===== config.mk =====
export PLATFORM = sky130hd
export DESIGN_NAME = hazard_tag_pipe_flat
export DESIGN_NICKNAME = d
export VERILOG_FILES = /design/src/rtl/hazard_tag_pipe_if.sv /design/src/rtl/hazard_tag_pipe.sv /design/src/flat_wrapper.sv
export SDC_FILE = /design/constraint.sdc
export NUM_CORES = 1
export LEC_CHECK = 0
export BUFFER_PORTS_ARGS = -buffer_cell sky130_fd_sc_hd__buf_2
export CELL_PAD_IN_SITES_DETAIL_PLACEMENT = 1
export CELL_PAD_IN_SITES_GLOBAL_PLACEMENT = 1
export CORE_UTILIZATION = 43
export CTS_BUF_LIST = sky130_fd_sc_hd__clkbuf_2
export DETAILED_ROUTE_END_ITERATION = 7
export HOLD_SLACK_MARGIN = 0.1
export PLACE_DENSITY = 0.83
export SETUP_SLACK_MARGIN = 0.2
export SLEW_MARGIN = 0
export SYNTH_ARGS = -nofsm -noshare
export SYNTH_HDL_FRONTEND = slang
export SYNTH_SLANG_ARGS = --single-unit

===== constraint.sdc =====
create_clock -name clk -period 2.7 [get_ports clk]
set_clock_uncertainty 0.15 [all_clocks]
set_input_delay 0.27 -clock clk [delete_from_list [all_inputs] [get_ports clk]]
set_output_delay 0.27 -clock clk [all_outputs]
set_load 0.01 [all_outputs]

===== src/rtl/hazard_tag_pipe_if.sv =====
// Signal bundle between the ID/EX/MEM control path and the hazard/tag pipeline.
// The pipeline block is the slave; the core datapath (or a bench) is the master.
interface hazard_tag_pipe_if;
  localparam int unsigned REG_W = 5;
  localparam int unsigned CNT_W = 16;

  logic [REG_W-1:0] IF_ID_Rs1;
  logic [REG_W-1:0] IF_ID_Rs2;
  logic             id_uses_rs1;
  logic             id_uses_rs2;
  logic [REG_W-1:0] id_rd;
  logic             id_regwrite;
  logic             id_memread;
  logic             id_memacc;
  logic             ex_branch_taken;
  logic             mem_ready;

  logic [REG_W-1:0] ID_EX_Rd;
  logic [REG_W-1:0] EX_MEM_Rd;
  logic [REG_W-1:0] MEM_WB_Rd;
  logic             ID_EX_RegWrite;
  logic             EX_MEM_RegWrite;
  logic             MEM_WB_RegWrite;
  logic             pc_write;
  logic             if_id_write;
  logic             if_id_flush;
  logic             id_ex_bubble;
  logic [CNT_W-1:0] stall_cycles;
  logic             mem_timeout;

  modport slave (
    input  IF_ID_Rs1, IF_ID_Rs2, id_uses_rs1, id_uses_rs2, id_rd,
           id_regwrite, id_memread, id_memacc, ex_branch_taken, mem_ready,
    output ID_EX_Rd, EX_MEM_Rd, MEM_WB_Rd, ID_EX_RegWrite, EX_MEM_RegWrite,
           MEM_WB_RegWrite, pc_write, if_id_write, if_id_flush, id_ex_bubble,
           stall_cycles, mem_timeout
  );

  modport master (
    output IF_ID_Rs1, IF_ID_Rs2, id_uses_rs1, id_uses_rs2, id_rd,
           id_regwrite, id_memread, id_memacc, ex_branch_taken, mem_ready,
    input  ID_EX_Rd, EX_MEM_Rd, MEM_WB_Rd, ID_EX_RegWrite, EX_MEM_RegWrite,
           MEM_WB_RegWrite, pc_write, if_id_write, if_id_flush, id_ex_bubble,
           stall_cycles, mem_timeout
  );
endinterface


===== src/rtl/hazard_tag_pipe.sv =====
// Destination-tag pipeline (ID/EX, EX/MEM, MEM/WB) with load-use, branch-flush
// and memory-freeze hazard control, stall counter and sticky memory timeout.
module hazard_tag_pipe #(
  parameter int unsigned MEM_TIMEOUT = 64
) (
  input  logic             clk,
  input  logic             rst_n,
  hazard_tag_pipe_if.slave bus
);
  localparam int unsigned REG_W = 5;
  localparam int unsigned CNT_W = 16;

  typedef struct packed {
    logic [REG_W-1:0] rd;
    logic             regwrite;
    logic             memread;
    logic             memacc;
  } id_ex_t;

  typedef struct packed {
    logic [REG_W-1:0] rd;
    logic             regwrite;
    logic             memacc;
  } ex_mem_t;

  typedef struct packed {
    logic [REG_W-1:0] rd;
    logic             regwrite;
  } mem_wb_t;

  typedef enum logic {RUN, MEM_WAIT} state_t;

  id_ex_t           id_ex_q, id_ex_d;
  ex_mem_t          ex_mem_q, ex_mem_d;
  mem_wb_t          mem_wb_q, mem_wb_d;
  state_t           state_q, state_d;
  logic [CNT_W-1:0] wait_cnt_q, wait_cnt_d;
  logic [CNT_W-1:0] stall_q, stall_d;
  logic             timeout_q, timeout_d;

  logic freeze_c;
  logic load_use_c;
  logic pc_write_c;

  // Hazard detection and control enables; freeze dominates, then branch, then load-use.
  always_comb begin
    freeze_c   = ex_mem_q.memacc & ~bus.mem_ready;
    load_use_c = id_ex_q.memread && (id_ex_q.rd != '0) &&
                 ((bus.id_uses_rs1 && (id_ex_q.rd == bus.IF_ID_Rs1)) ||
                  (bus.id_uses_rs2 && (id_ex_q.rd == bus.IF_ID_Rs2)));
    pc_write_c       = ~(freeze_c | (~bus.ex_branch_taken & load_use_c));
    bus.pc_write     = pc_write_c;
    bus.if_id_write  = pc_write_c;
    bus.if_id_flush  = ~freeze_c & bus.ex_branch_taken;
    bus.id_ex_bubble = ~freeze_c & (bus.ex_branch_taken | load_use_c);
  end

  // Tag pipeline next state.
  always_comb begin
    id_ex_d  = id_ex_q;
    ex_mem_d = ex_mem_q;
    mem_wb_d = mem_wb_q;
    if (freeze_c) begin
      mem_wb_d = '0;
    end else begin
      ex_mem_d = '{rd: id_ex_q.rd, regwrite: id_ex_q.regwrite, memacc: id_ex_q.memacc};
      mem_wb_d = '{rd: ex_mem_q.rd, regwrite: ex_mem_q.regwrite};
      if (bus.ex_branch_taken || load_use_c) begin
        id_ex_d = '0;
      end else begin
        // A write to x0 is architecturally dead, so it never raises RegWrite.
        id_ex_d = '{rd:       bus.id_rd,
                    regwrite: bus.id_regwrite & (bus.id_rd != '0),
                    memread:  bus.id_memread,
                    memacc:   bus.id_memacc};
      end
    end
  end

  // Memory-wait FSM, timeout flag and stall counter.
  always_comb begin
    state_d    = state_q;
    wait_cnt_d = wait_cnt_q;
    stall_d    = stall_q;
    unique case (state_q)
      RUN: begin
        if (freeze_c) begin
          state_d    = MEM_WAIT;
          wait_cnt_d = CNT_W'(1);
        end else begin
          wait_cnt_d = '0;
        end
      end
      MEM_WAIT: begin
        if (bus.mem_ready) begin
          state_d    = RUN;
          wait_cnt_d = '0;
        end else if (wait_cnt_q != '1) begin
          wait_cnt_d = wait_cnt_q + CNT_W'(1);
        end
      end
      default: state_d = RUN;
    endcase
    timeout_d = timeout_q | (wait_cnt_d == CNT_W'(MEM_TIMEOUT));
    if (!pc_write_c && (stall_q != '1)) begin
      stall_d = stall_q + CNT_W'(1);
    end
  end

  always_ff @(posedge clk or negedge rst_n) begin
    if (!rst_n) begin
      id_ex_q    <= '0;
      ex_mem_q   <= '0;
      mem_wb_q   <= '0;
      state_q    <= RUN;
      wait_cnt_q <= '0;
      stall_q    <= '0;
      timeout_q  <= 1'b0;
    end else begin
      id_ex_q    <= id_ex_d;
      ex_mem_q   <= ex_mem_d;
      mem_wb_q   <= mem_wb_d;
      state_q    <= state_d;
      wait_cnt_q <= wait_cnt_d;
      stall_q    <= stall_d;
      timeout_q  <= timeout_d;
    end
  end

  assign bus.ID_EX_Rd        = id_ex_q.rd;
  assign bus.ID_EX_RegWrite  = id_ex_q.regwrite;
  assign bus.EX_MEM_Rd       = ex_mem_q.rd;
  assign bus.EX_MEM_RegWrite = ex_mem_q.regwrite;
  assign bus.MEM_WB_Rd       = mem_wb_q.rd;
  assign bus.MEM_WB_RegWrite = mem_wb_q.regwrite;
  assign bus.stall_cycles    = stall_q;
  assign bus.mem_timeout     = timeout_q;
endmodule


===== src/flat_wrapper.sv =====
// flat-port wrapper written by rule: the top's interface ports become plain ports
module hazard_tag_pipe_flat 
#(
  parameter int unsigned MEM_TIMEOUT = 64
)
  (clk, rst_n, bus_IF_ID_Rs1, bus_IF_ID_Rs2, bus_id_uses_rs1, bus_id_uses_rs2, bus_id_rd, bus_id_regwrite, bus_id_memread, bus_id_memacc, bus_ex_branch_taken, bus_mem_ready, bus_ID_EX_Rd, bus_EX_MEM_Rd, bus_MEM_WB_Rd, bus_ID_EX_RegWrite, bus_EX_MEM_RegWrite, bus_MEM_WB_RegWrite, bus_pc_write, bus_if_id_write, bus_if_id_flush, bus_id_ex_bubble, bus_stall_cycles, bus_mem_timeout);
  hazard_tag_pipe_if bus_i ();
  input  logic clk;
  input  logic rst_n;
  input wire logic [$bits(bus_i.IF_ID_Rs1)-1:0] bus_IF_ID_Rs1;
  input wire logic [$bits(bus_i.IF_ID_Rs2)-1:0] bus_IF_ID_Rs2;
  input wire logic [$bits(bus_i.id_uses_rs1)-1:0] bus_id_uses_rs1;
  input wire logic [$bits(bus_i.id_uses_rs2)-1:0] bus_id_uses_rs2;
  input wire logic [$bits(bus_i.id_rd)-1:0] bus_id_rd;
  input wire logic [$bits(bus_i.id_regwrite)-1:0] bus_id_regwrite;
  input wire logic [$bits(bus_i.id_memread)-1:0] bus_id_memread;
  input wire logic [$bits(bus_i.id_memacc)-1:0] bus_id_memacc;
  input wire logic [$bits(bus_i.ex_branch_taken)-1:0] bus_ex_branch_taken;
  input wire logic [$bits(bus_i.mem_ready)-1:0] bus_mem_ready;
  output wire logic [$bits(bus_i.ID_EX_Rd)-1:0] bus_ID_EX_Rd;
  output wire logic [$bits(bus_i.EX_MEM_Rd)-1:0] bus_EX_MEM_Rd;
  output wire logic [$bits(bus_i.MEM_WB_Rd)-1:0] bus_MEM_WB_Rd;
  output wire logic [$bits(bus_i.ID_EX_RegWrite)-1:0] bus_ID_EX_RegWrite;
  output wire logic [$bits(bus_i.EX_MEM_RegWrite)-1:0] bus_EX_MEM_RegWrite;
  output wire logic [$bits(bus_i.MEM_WB_RegWrite)-1:0] bus_MEM_WB_RegWrite;
  output wire logic [$bits(bus_i.pc_write)-1:0] bus_pc_write;
  output wire logic [$bits(bus_i.if_id_write)-1:0] bus_if_id_write;
  output wire logic [$bits(bus_i.if_id_flush)-1:0] bus_if_id_flush;
  output wire logic [$bits(bus_i.id_ex_bubble)-1:0] bus_id_ex_bubble;
  output wire logic [$bits(bus_i.stall_cycles)-1:0] bus_stall_cycles;
  output wire logic [$bits(bus_i.mem_timeout)-1:0] bus_mem_timeout;
  assign bus_i.IF_ID_Rs1 = bus_IF_ID_Rs1;
  assign bus_i.IF_ID_Rs2 = bus_IF_ID_Rs2;
  assign bus_i.id_uses_rs1 = bus_id_uses_rs1;
  assign bus_i.id_uses_rs2 = bus_id_uses_rs2;
  assign bus_i.id_rd = bus_id_rd;
  assign bus_i.id_regwrite = bus_id_regwrite;
  assign bus_i.id_memread = bus_id_memread;
  assign bus_i.id_memacc = bus_id_memacc;
  assign bus_i.ex_branch_taken = bus_ex_branch_taken;
  assign bus_i.mem_ready = bus_mem_ready;
  assign bus_ID_EX_Rd = bus_i.ID_EX_Rd;
  assign bus_EX_MEM_Rd = bus_i.EX_MEM_Rd;
  assign bus_MEM_WB_Rd = bus_i.MEM_WB_Rd;
  assign bus_ID_EX_RegWrite = bus_i.ID_EX_RegWrite;
  assign bus_EX_MEM_RegWrite = bus_i.EX_MEM_RegWrite;
  assign bus_MEM_WB_RegWrite = bus_i.MEM_WB_RegWrite;
  assign bus_pc_write = bus_i.pc_write;
  assign bus_if_id_write = bus_i.if_id_write;
  assign bus_if_id_flush = bus_i.if_id_flush;
  assign bus_id_ex_bubble = bus_i.id_ex_bubble;
  assign bus_stall_cycles = bus_i.stall_cycles;
  assign bus_mem_timeout = bus_i.mem_timeout;
  hazard_tag_pipe #(.MEM_TIMEOUT(MEM_TIMEOUT)) u_core (.clk(clk), .rst_n(rst_n), .bus(bus_i));
endmodule

==> flow_summary.yaml, run 1 <==
route:
  ant_nets: 0
  dr_total_vias: 2436
  drt_first_pass_iters: 4
  viasPerCell: 5.39
  dr.first_iter.drc_count: 56
  wirelength_um: 7790
  drt_drc_violations_left: 0
  wire_per_inst_um: 17.2
clock_network:
  clockBufferDepth: 2
  cts_buffers: 5
  cts-root-buf: "clkbuf_2"
  clkTransAtPathRegs_ns: 0.28
  cts_tree: "built"
  htree_levels: 2
  clk_latency_ns: 0.45
  cts_sinks: 55
placement:
  io_buffer_count: 62
  dp_hpwl_um: 5250
  gp_congestion: 0.885
pwr:
  total_power_uw: 1800
  leakage_uw: 0.00176
  ir_drop_v: 0.000536
  pwr_density_cell_nw_per_um2: 514
critical_path:
  startpoint: "u_core.bus.ID_EX_Rd[0]"
  cpLargestDelayFamily: "simple AND/OR/NAND/NOR gates"
  worst-path-buf-inv: 3
  cp_max_fo: 5
  path_cells: "or4_4, o21ai_2, inv_1, a31oi_1, buf_4, buf_6"
  path_class: "register to primary output"
  crit_slowest_cell: "or4_4"
  r2r_start: "u_core.wait_cnt_q[0]"
  startpoint_type: "register"
  required_ns: 2.28
  cp_data_arrival_time_ns: 2.08
  critical_path.max_stage_delay_ns: 0.53
  end_kind: "primary output"
sta:
  hold_viol_final: 0
  max_freq_mhz: 400
  tns_ns: 0
  report.final.slew_viol_count: 0
  worst_pin_slew_ns: 0.706
  period_share_pct: 92.6
  relSlewSlack_pct: 53.0
  grt_setup_unrepaired: "true"
  setup_viol_count_final: 0
  fin_crit_ns: 2.50
layout:
  syn_to_final_growth_pct: 22.8
  multi_input_area_um2: 1380
  nFillCells: 748
  most-common-layout-cells: "60 x buf_2, 57 x nand2_1, 49 x dfrtp_1"
  drive_above_1_share_pct: 31.2
  regArea_um2: 1380
  final_nets: 400
  diodes: 0
  final_common_cell: "buf_2"
floorplanning:
  rows: 29
  start_util_pct: 44.8
  io_pins: 63
  dieHeight_um: 83.5
  core_um2: 6390
  dieArea_um2: 6980
  fp.dieW_um: 83.5
synthesis:
  syn_area_um2: 2860
  synthesis.nets: 323
  synth-main-ff-cell: "dfrtp_1"
  yosysWarnings: 0
  syn_inst: 297
  synthArstFlopShare_pct: 100
  synth_edf_count: 0
  synth_seq_area_share_pct: 48.1
  synth_area_per_cell_um2: 9.63
  ys_types: 46
  synth_seq_cells: 55
global_route:
  grt_usage_pct: 23.7
  antenna_found_initial: 0
  grt_max_degree: 56
  grt_pass1_wl_um: 13200
  grt.overflow.total: 0
  first_global_vias: 2719
outcome:
  outcome: "complete, no violations"
run:
  max-cap-violations: 0
hold_path:
  hp-class: "input pin to register"
  min_from: "bus_ex_branch_taken"
==> cells by family (layout without fill, tap and decap cells) <==
family / after synthesis / after routing / synth area share, %
mux: 5 / 5 / 1.88
compound gates: 31 / 31 / 7.05
buf+inv: 25 / 103 / 5.30
simple gates: 150 / 150 / 27.9
xor+xnor: 29 / 29 / 8.88
flops: 55 / 55 / 48.1
fa+ha+maj: 2 / 2 / 0.875
==> tightest hold or removal path: stages <==
cell	delay [ns]
buf_2	0.08
inv_1	0.07
nand2_1	0.22
o21ai_0	0.13
==> registers in the layout, summed over array words and instances, names as in the netlist <==
signal,count
u_core.bus.EX_MEM_Rd,5
u_core.bus.EX_MEM_RegWrite,1
u_core.bus.ID_EX_Rd,5
u_core.bus.ID_EX_RegWrite,1
u_core.bus.MEM_WB_Rd,5
u_core.bus.MEM_WB_RegWrite,1
u_core.bus.mem_timeout,1
u_core.bus.stall_cycles,16
u_core.ex_mem_q,1
u_core.id_ex_q,2
u_core.state_q,1
u_core.wait_cnt_q,16
==> timing repair <==
action | 4_1_cts | 5_1_grt
hold buffers | 10 | 0
setup buffers | 9 | 2
resized for setup | 7 | 10
endpoints found under the setup margin | 4 | 11
pin swaps | 3 | 3
hold endpoints to repair | 65 | 0
==> worst paths after layout <==
kind,to,slack (ns),cells after the start
setup / recovery,bus_if_id_write,0.20,6
hold / removal,u_core.id_ex_q[0],0.17,4
setup reg to reg,u_core.bus.mem_timeout,0.28,7
hold reg to reg,u_core.bus.stall_cycles[8],0.37,1
max in group asynchronous,u_core.wait_cnt_q[4],1.60,3
min in group asynchronous,u_core.state_q,0.30,3
==> metal layers <==
layer  vias to the layer above  wire [µm]  track usage [%]
met5                         -          0                0
met4                         0        141             6.93
met3                        11        162             4.25
met2                        35       4140             43.3
met1                      1210       3340             28.5
li1                       1180          -                -
==> synth_stat cells, types with 2 or more instances <==
| library cell | number | area share (%) |
|---|---|---|
| nand2_1 | 57 | 7.5 |
| inv_1 | 2 | 0.26 |
| o21ai_0 | 12 | 2.1 |
| and2_1 | 6 | 1.3 |
| nor4_2 | 2 | 0.88 |
| xor2_1 | 13 | 4.0 |
| and3_2 | 3 | 0.79 |
| ha_1 | 2 | 0.88 |
| nand3_1 | 10 | 1.8 |
| dfrtp_1 | 55 | 48 |
| o211ai_1 | 2 | 0.53 |
| nor4_1 | 11 | 2.4 |
| nor3b_1 | 3 | 0.79 |
| mux2i_1 | 2 | 0.70 |
| clkbuf_1 | 8 | 1.1 |
| a31oi_1 | 3 | 0.66 |
| and3_1 | 5 | 1.1 |
| a41o_1 | 2 | 0.70 |
| nor3_1 | 11 | 1.9 |
| nand2b_1 | 5 | 1.1 |
| nor2b_1 | 2 | 0.44 |
| nand4_1 | 8 | 1.8 |
| o22ai_1 | 2 | 0.44 |
| or4_1 | 3 | 0.79 |
| nor2_1 | 15 | 2.0 |
| mux2_2 | 3 | 1.2 |
| xnor2_1 | 16 | 4.9 |
| a21oi_1 | 4 | 0.70 |
| buf_4 | 13 | 3.4 |
==> area by class of cell <==
class / count / share of cell area (%)
timing repair buffer: 93 / 16.5
multi-input combinational: 217 / 39.3
clock buffer: 5 / 0.713
sequential: 55 / 39.4
tap: 77 / 2.75
inverter: 2 / 0.214
clock inverter: 3 / 1.11
==> metrics by stage <==
stage / worst slack (ns) / util [%] / hold slack, ns / cells / cell area [µm²]
after CTS: 0.158 / 54.0 / 0.121 / 450 / 3450
final: 0.199 / 55.0 / 0.174 / 452 / 3510
after global placement: 0.167 / 50.1 / 0.296 / 423 / 3200
after floorplan: 0.211 / - / -0.176 / 297 / 2860
after global routing: 0.0843 / 55.0 / 0.166 / 452 / 3510
after detailed placement: 0.0735 / 50.1 / 0.298 / 423 / 3200
==> power by group <==
group	total (µW)	switching, µW	internal (µW)
logic	409	221	188
clock network	410	258	152
registers	985	79.8	905
Power figures use the tool's default switching activity.
==> inputs of run 2 (changes only) <==
--- a/config.mk
+++ b/config.mk
@@ -8,11 +8,11 @@
 export BUFFER_PORTS_ARGS = -buffer_cell sky130_fd_sc_hd__buf_2
 export CELL_PAD_IN_SITES_DETAIL_PLACEMENT = 1
 export CELL_PAD_IN_SITES_GLOBAL_PLACEMENT = 1
-export CORE_UTILIZATION = 43
+export CORE_UTILIZATION = 38
 export CTS_BUF_LIST = sky130_fd_sc_hd__clkbuf_2
 export DETAILED_ROUTE_END_ITERATION = 7
 export HOLD_SLACK_MARGIN = 0.1
-export PLACE_DENSITY = 0.83
+export PLACE_DENSITY = 0.77
 export SETUP_SLACK_MARGIN = 0.2
 export SLEW_MARGIN = 0
 export SYNTH_ARGS = -nofsm -noshare
==> constraint.sdc (replaced) <==
create_clock -name clk -period 2.1 [get_ports clk]
set_clock_uncertainty 0.15 [all_clocks]
set_input_delay 0.21 -clock clk [delete_from_list [all_inputs] [get_ports clk]]
set_output_delay 0.21 -clock clk [all_outputs]
set_load 0.01 [all_outputs]
==> run 2 against run 1 <==
  * The flow now finishes with violations (setup timing)
  * Worst hold slack improved by 0.18 ns
  * Routed wire length is 44% higher
  * Clock-buffer cell count is the same
  * Non-clock buffer count is 64 higher
  * Die area is 13% higher
  * Setup slack worse by 0.68 ns
  * Cell area is 31% higher
  * Critical endpoint is now u_core.bus.stall_cycles[9]
  * Largest cell class is now multi-input combinational cells
  * Highest routed layer unchanged
==> flow_summary.yaml, run 2 (synthesis results as in run 1) <==
outcome:
  outcome: "finished with violations"
  violations: "setup timing"
floorplanning:
  fp.dieW_um: 88.7
  start_util_pct: 39.4
  dieHeight_um: 88.7
  core_um2: 7250
  rows: 31
  io_pins: 63
  dieArea_um2: 7870
layout:
  syn_to_final_growth_pct: 60.4
  final_nets: 464
  most-common-layout-cells: "60 x buf_2, 60 x buf_4, 54 x nand2_1, 54 x dfrtp_1, 17 x buf_6"
  diodes: 0
  drive_above_1_share_pct: 49.9
  nFillCells: 798
  stdcell_count: 538
  multi_input_area_um2: 1840
  regArea_um2: 1380
pwr:
  ir_drop_v: 0.000330
  p_clk_share_pct: 17.8
  p_sw_uw: 902
  total_power_uw: 2520
  seq_power_share_pct: 51.2
  p_sw_share_pct: 35.8
  leakage_uw: 0.00225
  p_int_uw: 1620
  pwr-share-comb_pct: 30.9
  pwr_density_cell_nw_per_um2: 550
placement:
  place_inst: 488
  io_buffer_count: 62
  gp_congestion: 0.873
  dpl_worst_slack_ns: -0.198
  dp_hpwl_um: 5970
critical_path:
  r2r-end: "u_core.bus.stall_cycles[9]"
  cp_data_arrival_time_ns: 2.83
  reg2reg_slack_ns: -0.48
  path_class: "register to register"
  end_kind: "register"
  reg2reg_depth: 12
  required_ns: 2.36
  r2r_start: "u_core.bus.ID_EX_Rd[2]"
  startpoint_type: "register"
  cp_max_fo: 4
route:
  wl_met3_um: 421
  dr_total_vias: 2932
  drt_drc_violations_left: 0
  wirelength_um: 11200
  dr_wl_met2_um: 6190
  drt_first_pass_iters: 4
  top_layer_used: "met4"
  dr.first_iter.drc_count: 159
  ant_nets: 0
  viasPerCell: 5.45
  met1_length_um: 4340
  wire_per_inst_um: 20.9
sta:
  grt_setup_unrepaired: "true"
  setup_viol_count_final: 24
  report.final.slew_viol_count: 0
  max_freq_mhz: 388
  whs_ns: 0.351
  fin_crit_ns: 2.58
  hold_viol_final: 0
  period_share_pct: 123
  tns_ns: -6.04
  fin_ws_ns: -0.477
  worst_pin_slew_ns: 0.977
  relSlewSlack_pct: 34.9
clock_network:
  cts_buffers: 5
  htree_levels: 2
  clkTransAtPathRegs_ns: 0.30
  clk_latency_ns: 0.46
  cts_sinks: 55
  cts-root-buf: "clkbuf_2"
  cts_tree: "built"
  clockBufferDepth: 2
run:
  max-cap-violations: 0
global_route:
  grt_max_degree: 34
  grt_pass1_wl_um: 14800
  grt.overflow.total: 0
  antenna_found_initial: 0
  grt_usage_pct: 24.8
  first_global_vias: 2986
hold_path:
  hold_end: "u_core.id_ex_q[0]"
  min_from: "bus_id_memacc"
  hold_depth: 4
  hp-class: "input pin to register"
run 2: metrics by stage:
step | utilization (%) | instance area [µm²]
5_1_grt | 63.2 | 4580
2_1_floorplan | - | 3100
4_1_cts | 58.0 | 4210
6_report | 63.2 | 4580
3_3_place_gp | 52.1 | 3780
3_5_place_dp | 52.1 | 3780
run 2: layout make-up:
class,count,share of cell area (%)
sequential,55,30.0
tap,99,2.70
clock buffer,5,0.546
multi-input combinational,217,40.2
timing repair buffer,157,26.0
clock inverter,3,0.409
inverter,2,0.164
run 2: repair_timing:
item,4_1_cts,5_1_grt
setup buffers,15,13
endpoints found under the setup margin,33,45
endpoints found under the hold margin,72,0
hold buffers,14,0
pin swaps,24,32
gates resized for setup,25,55
run 2: worst max-delay path, cell delays in order (launching register included):
cell,delay (ns)
dfrtp_1,0.48
buf_4,0.15
xnor2_1,0.19
nand4_1,0.14
o22ai_2,0.14
buf_4,0.15
a31oi_4,0.09
buf_12,0.15
buf_8,0.12
buf_6,0.12
buf_6,0.12
nor4_4,0.29
xor2_1,0.23
run 2: worst max-delay path by stage:
stage / startpoint / end / slack [ns] / cells after the start
floorplan: u_core.wait_cnt_q[0] / u_core.bus.mem_timeout / -0.19 / 8
global placement: u_core.wait_cnt_q[1] / u_core.bus.mem_timeout / -0.1 / 8
detailed placement: u_core.wait_cnt_q[1] / u_core.bus.mem_timeout / -0.20 / 8
CTS: u_core.bus.ID_EX_Rd[3] / bus_pc_write / -0.36 / 6
global route: u_core.bus.ID_EX_Rd[2] / bus_id_ex_bubble / -0.59 / 9
finish: u_core.bus.ID_EX_Rd[2] / u_core.bus.stall_cycles[9] / -0.48 / 12
run 2: power by group through the flow:
stage / logic, µW / clock network [µW] / registers [µW]
floorplan: 301 / 0 / 1310
global placement: 539 / 0 / 1290
detailed placement: 566 / 0 / 1300
CTS: 653 / 454 / 1270
global route: 837 / 503 / 1300
finish: 780 / 450 / 1290
run 2: layer usage:
layer  track usage [%]  vias to the layer above
li1                  -                     1311
met1              29.4                     1503
met2              44.5                       90
met3              4.48                       28
met4              9.97                        0
met5                 0                        -
==> inputs of run 3 (changes only) <==
--- a/config.mk
+++ b/config.mk
@@ -5,7 +5,7 @@
 export SDC_FILE = /design/constraint.sdc
 export NUM_CORES = 1
 export LEC_CHECK = 0
-export BUFFER_PORTS_ARGS = -buffer_cell sky130_fd_sc_hd__buf_2
+export BUFFER_PORTS_ARGS = -buffer_cell sky130_fd_sc_hd__clkbuf_2
 export CELL_PAD_IN_SITES_DETAIL_PLACEMENT = 1
 export CELL_PAD_IN_SITES_GLOBAL_PLACEMENT = 1
 export CORE_UTILIZATION = 38
==> run 3 against run 2 <==
  * The run still ends with setup timing left
  * Combinational power shrank 13%
  * Setup slack gained 0.055 ns
  * Flip-flop and latch count is the same
  * Largest cell class unchanged
==> flow_summary.yaml, run 3 (synthesis results as in run 1) <==
critical_path:
  crit_top_cell: "buf_4"
  end_kind: "register"
  crit_end: "u_core.bus.stall_cycles[8]"
  path_class: "register to register"
  reg2reg_depth: 11
  cpLargestDelayFamily: "buffers and inverters"
  startpoint: "u_core.bus.ID_EX_Rd[3]"
  r2r-end: "u_core.bus.stall_cycles[8]"
  worst-path-buf-inv: 5
  cp_data_arrival_time_ns: 2.79
  reg2reg_slack_ns: -0.42
  required_ns: 2.37
  startpoint_type: "register"
  crit_slowest_cell: "dfrtp_2"
  crit_cells: 11
  path_cells: "buf_4, xnor2_2, nand4_1, o22ai_2, buf_6, a31oi_4, buf_12, buf_4, buf_4, nor4_4, xor2_1"
  r2r_start: "u_core.bus.ID_EX_Rd[3]"
  cp_max_fo: 4
  critical_path.max_stage_delay_ns: 0.49
floorplanning:
  dieHeight_um: 88.7
  dieArea_um2: 7870
  start_util_pct: 39.4
  core_um2: 7250
  fp.dieW_um: 88.7
  rows: 31
  io_pins: 63
sta:
  fin_crit_ns: 2.52
  grt_setup_unrepaired: "true"
  hold_viol_final: 0
  period_share_pct: 120
  worst_pin_slew_ns: 0.396
  max_freq_mhz: 397
  setup_viol_count_final: 21
  report.final.slew_viol_count: 0
  relSlewSlack_pct: 73.3
  fin_ws_ns: -0.421
  tns_ns: -6.13
pwr:
  pwr_density_cell_nw_per_um2: 562
  leakage_uw: 0.00220
  ir_drop_v: 0.000279
clock_network:
  clockBufferDepth: 2
  cts_tree: "built"
  clkTransAtPathRegs_ns: 0.29
  cts_buffers: 5
  cts_sinks: 55
  htree_levels: 2
  cts-root-buf: "clkbuf_2"
  clk_latency_ns: 0.46
layout:
  diodes: 0
  multi_input_area_um2: 1810
  final_core_util_pct: 61.9
  most-common-layout-cells: "63 x clkbuf_2, 61 x buf_4, 56 x nand2_1"
  syn_to_final_growth_pct: 57.2
  regArea_um2: 1380
  final_common_cell: "clkbuf_2"
  nFillCells: 802
  final_nets: 458
  drive_above_1_share_pct: 47.8
global_route:
  grt_pass1_wl_um: 14900
  grt_max_degree: 56
  antenna_found_initial: 0
  grt.overflow.total: 0
  grt_usage_pct: 25.2
  first_global_vias: 2996
route:
  met1_length_um: 4030
  wire_per_inst_um: 19.6
  dr_wl_met2_um: 5540
  wirelength_um: 10400
  drt_drc_violations_left: 0
  dr_total_vias: 2923
  viasPerCell: 5.49
  ant_nets: 0
  drt_first_pass_iters: 4
  top_layer_used: "met4"
  wl_met3_um: 402
  dr.first_iter.drc_count: 144
placement:
  gp_congestion: 0.845
  io_buffer_count: 62
  dp_hpwl_um: 6230
run:
  max-cap-violations: 0
hold_path:
  hp-class: "input pin to register"
outcome:
  outcome: "finished with violations"
  violations: "setup timing"
run 3: repair_timing:
item	in CTS	in global routing
pin swaps	24	24
setup buffers	9	12
endpoints found under the setup margin	33	38
resized for setup	25	43
hold buffers	13	0
endpoints found under the hold margin	70	0
run 3: cell type report:
type / count / share of cell area [%]
Clock inverter: 3 / 0.947
Sequential cell: 55 / 30.7
Inverter: 2 / 0.167
Multi-Input combinational cell: 217 / 40.2
Clock buffer: 5 / 0.557
Tap cell: 99 / 2.76
Timing Repair Buffer: 151 / 24.7
run 3: worst register-to-register path: cells and delay by family, from the launching register on:
family / cells / cell delay [ns]
buf+inv: 5 / 0.73
flops: 1 / 0.49
simple gates: 2 / 0.46
xor+xnor: 2 / 0.32
compound gates: 2 / 0.32
run 3: layer usage:
layer / vias up / global-route usage (%)
li1: 1304 / -
met1: 1476 / 28.6
met2: 103 / 46.8
met3: 40 / 4.48
met4: 0 / 9.38
met5: - / 0
run 3: per-stage QoR:
step                      cells  setup WS (ns)  hold slack [ns]  power [µW]  instance area [µm²]
after global placement      490         -0.120           0.0917        1830                 3800
after floorplan             297         -0.187           -0.236        1610                 3100
after global routing        532         -0.552            0.328        2650                 4490
after detailed placement    490         -0.188           0.0921        1860                 3800
final                       532         -0.421            0.271        2530                 4490
after CTS                   520         -0.378            0.318        2490                 4200
run 3: worst min path at each step:
stage | start | to | slack [ns] | cells after the start
6_report | bus_id_uses_rs1 | u_core.bus.ID_EX_Rd[2] | 0.27 | 7
5_1_grt | bus_id_rd[1] | u_core.bus.ID_EX_Rd[1] | 0.33 | 4
4_1_cts | bus_id_memacc | u_core.id_ex_q[0] | 0.32 | 4
3_5_place_dp | rst_n | u_core.bus.stall_cycles[5] | 0.09 | 2
3_3_place_gp | rst_n | u_core.wait_cnt_q[14] | 0.09 | 2
2_1_floorplan | rst_n | u_core.bus.EX_MEM_Rd[0] | -0.24 | 0
run 3: report_power, final:
group | total, µW | internal, µW | switching [µW] | leakage (µW)
logic | 682 | 314 | 368 | 0.00142
clock network | 563 | 202 | 360 | 0.0000410
registers | 1280 | 1160 | 118 | 0.000734
total | 2530 | 1680 | 846 | 0.00220
